--- config.mk ---
export PLATFORM = sky130hd
export DESIGN_NAME = apb_slave_mem
export DESIGN_NICKNAME = d
export VERILOG_FILES = /design/src/rtl/apb_slave_mem.sv
export SDC_FILE = /design/constraint.sdc
export NUM_CORES = 2
export LEC_CHECK = 0
export CORE_MARGIN = 3
export CORE_UTILIZATION = 43
export CTS_CLUSTER_SIZE = 28
export DETAILED_ROUTE_END_ITERATION = 7
export PLACE_DENSITY_LB_ADDON = 0.08
export SLEW_MARGIN = 25
export SYNTH_ARGS = -nofsm -noshare
export SYNTH_HDL_FRONTEND = slang
export SYNTH_SLANG_ARGS = --single-unit
--- constraint.sdc ---
create_clock -name Pclk -period 67.3 [get_ports Pclk]
set_input_delay 10.095 -clock Pclk [delete_from_list [all_inputs] [get_ports Pclk]]
set_output_delay 10.095 -clock Pclk [all_outputs]
set_load 0.02 [all_outputs]
--- src/rtl/apb_slave_mem.sv ---
// apb_slave_mem: APB slave in front of a DEPTH-word memory with byte-lane
// writes, programmable wait states and an error response for out-of-range
// word addresses. The request is captured when the setup phase is seen, so
// bus changes during the access phase cannot disturb a transfer in flight.
module apb_slave_mem #(
   parameter int DATA_WIDTH  = 32,
   parameter int ADDR_WIDTH  = 32,
   parameter int DEPTH       = 64,
   parameter int WAIT_STATES = 2
) (
   input  logic                    Pclk,
   input  logic                    Prst,
   input  logic                    Pselx,
   input  logic                    Penable,
   input  logic                    Pwrite,
   input  logic [ADDR_WIDTH-1:0]   Paddr,
   input  logic [DATA_WIDTH-1:0]   Pwdata,
   input  logic [DATA_WIDTH/8-1:0] Pstrb,
   output logic                    Pready,
   output logic                    Pslverr,
   output logic [DATA_WIDTH-1:0]   Prdata
);

   localparam int NUM_LANES = DATA_WIDTH / 8;
   localparam int IDX_WIDTH = (DEPTH > 1) ? $clog2(DEPTH) : 1;

   typedef enum logic [1:0] {IDLE, SETUP, ACCESS} state_t;

   state_t                  state, state_next;
   logic [3:0]              count, count_next;
   logic                    start, complete, access_ok, in_range;
   logic [ADDR_WIDTH-1:0]   addr_q;
   logic                    write_q;
   logic [DATA_WIDTH-1:0]   wdata_q;
   logic [NUM_LANES-1:0]    strb_q;
   logic [DATA_WIDTH-1:0]   mem [DEPTH];
   logic [DATA_WIDTH-1:0]   rdata_q, mem_word;
   logic [IDX_WIDTH-1:0]    idx;

   assign access_ok = Pselx && Penable;
   assign in_range  = (addr_q < ADDR_WIDTH'(DEPTH));
   assign idx       = addr_q[IDX_WIDTH-1:0];
   assign mem_word  = mem[idx];

   // Next-state, wait-counter and transfer-event decode
   always_comb begin
      // NOTE: every signal written here gets a default first, so no path can infer a latch.
      state_next = state;
      count_next = count;
      start      = 1'b0;
      complete   = 1'b0;
      case (state)
         IDLE: begin
            // Penable without a preceding setup phase is ignored here.
            if (Pselx && !Penable) start = 1'b1;
         end
         SETUP: state_next = ACCESS;
         ACCESS: begin
            if (!access_ok) begin
               state_next = IDLE;
            end else if (count != 4'd0) begin
               count_next = count - 4'd1;
            end else begin
               // Completion needs Penable=1, so the next setup cycle is always
               // picked up from IDLE; Pselx may stay high between transfers.
               complete   = 1'b1;
               state_next = IDLE;
            end
         end
         default: state_next = IDLE;
      endcase
      if (start) begin
         state_next = SETUP;
         count_next = 4'(WAIT_STATES);
      end
   end

   // State and wait-counter registers
   always_ff @(posedge Pclk or posedge Prst) begin
      // NOTE: sequential state uses non-blocking assignments so every register updates from pre-edge values.
      if (Prst) begin
         state <= IDLE;
         count <= '0;
      end else begin
         state <= state_next;
         count <= count_next;
      end
   end

   // Capture the request when the setup phase is accepted
   always_ff @(posedge Pclk or posedge Prst) begin
      if (Prst) begin
         addr_q  <= '0;
         write_q <= 1'b0;
         wdata_q <= '0;
         strb_q  <= '0;
      end else if (start) begin
         addr_q  <= Paddr;
         write_q <= Pwrite;
         wdata_q <= Pwdata;
         strb_q  <= Pstrb;
      end
   end

   // Memory array: byte-lane update on a completed in-range write
   always_ff @(posedge Pclk or posedge Prst) begin
      // NOTE: reset must clear every word, so the array is built from resettable flops rather than a RAM.
      if (Prst) begin
         for (int i = 0; i < DEPTH; i++) mem[i] <= '0;
      end else if (complete && write_q && in_range) begin
         for (int b = 0; b < NUM_LANES; b++) begin
            if (strb_q[b]) mem[idx][b*8 +: 8] <= wdata_q[b*8 +: 8];
         end
      end
   end

   // Held read data: refreshed only when a read completes
   always_ff @(posedge Pclk or posedge Prst) begin
      if (Prst) rdata_q <= '0;
      else if (complete && !write_q) rdata_q <= in_range ? mem_word : '0;
   end

   // Bus response: ready, error and read data during the completion cycle
   always_comb begin
      Pready  = complete;
      Pslverr = complete && !in_range;
      Prdata  = rdata_q;
      if (complete) begin
         if (!in_range)     Prdata = '0;
         else if (!write_q) Prdata = mem_word;
      end
   end

endmodule

## Word level (Yosys, flattened, before mapping)

Index checks and enable logic that the tools add are counted.

- Register bits: 2155
- Bits in latches: 0
- Memory bits (writable): 0
- Memory bits (read-only): 0
- Input bits: 73
- Output and inout port bits: 34
- Logic and storage cells: 136
- Memories: 0

- $add $sub $neg: 1
- $mul: 0
- Divide/modulo/power cells: 0
- $lt $le $gt $ge: 3
- Equality and inequality tests: 4
- Shifts and indexed selects: 0
- Mux-type cells: 39
- Bitwise operators: 1
- Reductions and logical operators: 17

Operators with widths:

| cell | count |
|---|---|
| 2-to-1 mux 2048 bit | 7 |
| bitwise mux 2048 bit | 4 |
| demux 32 bit (select 6 bit) | 4 |
| 2-to-1 mux 32 bit | 7 |
| binary-select mux 32 bit (select 6 bit) | 1 |
| < comparator 32 x 7 -> 1 bit, second input constant | 1 |
| 2-to-1 mux 24 bit | 1 |
| 2-to-1 mux 16 bit | 1 |
| 2-to-1 mux 4 bit | 4 |
| 2-to-1 mux 8 bit | 1 |
| greater-or-equal comparator 7 bit, second input constant | 1 |
| logical AND 1 bit | 7 |
| < comparator 7 x 1 -> 1 bit, second input constant | 1 |
| NOT 6 -> 7 bit | 1 |
| 2-to-1 mux 2 bit | 3 |
| one-hot mux 2 bit (3 select lines) | 1 |
| nonzero test 2 bit | 3 |
| 2-to-1 mux 1 bit | 5 |
| inequality test 4 bit, second input constant | 1 |
| nonzero test 4 bit | 1 |
| subtractor 4 x 1 -> 4 bit, second input constant | 1 |
| zero test 1 bit | 3 |
| AND reduction 3 bit | 1 |
| equality test 2 x 1 -> 1 bit, second input constant | 1 |
| other kinds (4) | 4 |

## Logic depth before layout (Yosys ltp)

- Word-level depth: 16
- Depth in mapped cells: 13
- Gate-level depth less buffers: 9

## Worst setup path after synthesis

OpenSTA, ideal clock, no wires.

- Path type: in2out
- Start point: input Pselx
- End point: output Prdata[19]
- Arrival: 12.322 ns
- Required time: 57.205 ns
- Path slack: 44.883 ns
- Cell stages on the path: 8
- Buffers on the path: 2
- Cells stage by stage: nand4b_1 -> or3_1 -> buf_2 -> or3_1 -> buf_2 -> or3_1 -> or4_1 -> o21ai_1

- Word-level cells in the longest chain between the ends: 4

RTL lines:

| what | line | text |
|---|---|---|
| start: declaration | 13 | `input logic Pselx,` |
| logical AND 1 bit | 40 | `assign access_ok = Pselx && Penable;` |
| 2-to-1 mux 1 bit | 59 | `if (!access_ok) begin` |
| 2-to-1 mux 1 bit | 52 | `case (state)` |
| 2-to-1 mux 32 bit | 128 | `if (complete) begin` |
| end: declaration | 21 | `output logic [DATA_WIDTH-1:0] Prdata` |

No other way between the ends.

## Final worst setup path

- Start point: input Penable
- End point: output Prdata[19]

- Word-level cells in the longest chain between the ends: 4

RTL lines:

| what | line | text |
|---|---|---|
| start: declaration | 14 | `input logic Penable,` |
| logical AND 1 bit | 40 |  |
| 2-to-1 mux 1 bit | 59 |  |
| 2-to-1 mux 1 bit | 52 |  |
| 2-to-1 mux 32 bit | 128 |  |

No other way between the ends.

==> results.md <==
* Outcome: complete, no violations
* HP Class: register to register
* Placed Area at 102000 sq um
* DR vias/cell at 6.31
* Initial core utilization at 0.434
* Final WS setup at 42880 ps
* Crit-path slowest cell: clkdlybuf4s50_1
* Placed cell count at 9836
* DR iter-0 viols at 5685
* GRT overflow at 0
* Clock slew at reported path FFs at 60 ps
* Max-cap violations at 0
* Routability Congestion at 0.861
* Worst IR Drop VDD at 30.1 uV
* Share of layout cells above drive strength 1 at 0.431
* Worst EP arrival at 14330 ps
* Die Ht at 483 um
* Rel. slew slack at 0.200
* Largest net degree at the start of global routing at 174
* Final period util at 0.363
* Final setup fails at 0
* Cell type with the largest total area after synthesis: dfrtp_1
* Clk sinks at 2155
* Critical-path cell list: clkdlybuf4s50_1 > nand4b_1 > or3_2 > buf_4 > or3_1 > buf_4 > or3_1 > or4_1 > o21ai_1 > clkdlybuf4s50_1
* Top cell type's share of synthesized area at 0.551
* Crit. End Element: output pin
* PortBufs at 106
* Antenna violations before repair at 28
* Startpoint Class: input port
* Unrepaired setup endpoints after global routing: no
* Clk root buf: clkbuf_16
* Worst setup path class: input port to output pin
* Fin. max-slew vios at 0
* Post-CTS setup buffers at 0
* Sequential fraction of the synthesis area at 0.551
* Post-CTS Resized at 0
* Non-Filler Instances at 10.3k
* Post-layout minimum cycle time at 24420 ps
* First-pass GRT wire length at 514000 um
* Total track usage at 0.309
* CTS buffer count at 234
* Final wirelength at 363000 um
* Rows at 174
* Setup_tns at 0 ps
* Syn Area/Cell at 13.7 sq um
* Syn_nets at 7193
* CP Max Fanout at 34
* Estimated wirelength of the detail-placed design at 226000 um
* Area growth, synth to finish at 12.7%
* CTS hold repair buffers at 0
* Post-synth top flop: dfrtp_1
* Die area at 233000 sq um
* Vias at 64.9k
* Post-DRT Antenna Nets at 0
* Post-Syn Area at 97800 sq um
* Core area at 226000 sq um
* WHS at 478 ps
* Hold Vio Cnt, Final at 0
* Htree depth at 4
* Top cells by area, synth: dfrtp_1 55%, mux2_2 27%, mux4_2 3.0%
* Max Fclk at 0.0409 GHz
* Post-synthesis cell type count at 72
* Share of synthesized registers carrying an async set or reset at 1.00
* Seq cells post-synth at 2155
* CTS Buffer Depth at 3
* Pre-CTS setup slack at 42860 ps
* Post-synth EDFFs at 0
* YS warnings at 0
* Fin area at 110000 sq um
* Final setup skew at 36.5 ps
* CTS tree: yes
* Leakage power at 53.7 nW
* First-pass iteration count of the detailed router at 5
* Skew-Pair Late Insertion Delay at 890 ps
* Nets at 7158
* Die width at 483 um
* # IOs at 107
* Pwr per Cell Area at 30.0 nW/um^2
* Syn Inst Count at 7118
* Vias in the first global route at 65.9k
* Drt drc at 0
* DR WL/cell at 35.3 um
* Slew @ Worst Pin at 1200 ps
* CP required at 57210 ps
* Crit path largest cell delay at 660 ps
layout make-up:
class	instances	area (sq um)
Antenna cell	22	55.1
Clock inverter	34	450
Tap cell	2992	3740
Inverter	24	106
Clock buffer	387	7340
Multi-Input combinational cell	4360	41700
Sequential cell	2155	54000
Timing Repair Buffer	308	2790
Fill cell	19900	115000
cell usage after synthesis (all sizes together) (19+ instances only):
library cell / number
a221o: 24
nor2b: 20
mux4: 129
nor3: 26
clkbuf: 401
buf: 178
inv: 24
dfrtp: 2155
mux2i: 200
nor2: 148
o21ai: 60
a22oi: 65
a221oi: 40
o221ai: 193
a211oi: 38
nor3b: 20
or3b: 19
o22ai: 239
a22o: 20
a21oi: 68
mux2: 2302
o22a: 24
nand2: 437
per-stage QoR:
| stage | utilization | power (mW) |
|---|---|---|
| global placement | 0.453 | 2.01 |
| detailed placement | 0.453 | 2.01 |
| floorplan | - | 1.69 |
| global route | 0.488 | 3.39 |
| finish | 0.489 | 3.30 |
| CTS | 0.488 | 3.31 |
cells in the final DEF (no fill, tap or decap), drive strengths merged, types with 13 or more instances in the layout:
master	n
and3	18
o221ai	193
o31ai	14
mux2	2302
a21oi	68
nor2b	20
or4	13
o21ai	60
nor3b	20
nand4	17
dfrtp	2155
a21o	13
or3b	19
o22a	24
o22ai	239
a22oi	65
mux4	129
clkbuf	387
nor2	148
nor3	26
buf	202
clkinv	19
nand2b	15
a221oi	40
a211oi	38
a221o	24
mux2i	200
a2bb2oi	18
inv	28
diode	22
a22o	20
clkdlybuf4s50	106
nand2	437
logic make-up after synthesis:
logic type	synth area share
mux	0.315
flops	0.551
compound gates	0.0699
simple gates	0.0378
buf+inv	0.0250
xor+xnor	0.000269
fa+ha+maj	0.000256
sequential cells by signal (all words and copies together) (netlist names):
register,count
mem,2048
addr_q,32
rdata_q,32
wdata_q,32
count,4
strb_q,4
state,2
write_q,1
critical path: cells and delay by family:
| kind | cells | cell delay (ps) |
|---|---|---|
| simple gates | 5 | 1990 |
| buf+inv | 4 | 1800 |
| compound gates | 1 | 280 |
worst paths after layout:
| path | from | end | slack [ps] | cells past startpoint |
|---|---|---|---|---|
| max in group asynchronous | Prst | mem[1017] | 51410 | 10 |
| worst max register to register | addr_q[2] | rdata_q[25] | 61380 | 10 |
| worst max-delay path | Penable | Prdata[19] | 42880 | 10 |
| worst min-delay path | rdata_q[22] | rdata_q[22] | 480 | 2 |
| worst min register to register | rdata_q[22] | rdata_q[22] | 480 | 2 |
| min in group asynchronous | Prst | mem[1678] | 9740 | 2 |
routing by layer:
metal,vias to the layer above,wire length (um),track usage
li1,26600,-,-
met1,35200,157000,0.428
met2,2386,161000,0.469
met3,683,26700,0.0669
met4,26,17500,0.133
met5,-,158,0
power by group:
| part | total (mW) | internal [mW] | switching (mW) | leakage (nW) |
|---|---|---|---|---|
| clock network | 1.31 | 0.770 | 0.538 | 3.83 |
| registers | 1.33 | 1.31 | 0.0218 | 29.9 |
| logic | 0.665 | 0.158 | 0.507 | 20.0 |
Note: power is estimated with default switching activity, not from simulation.
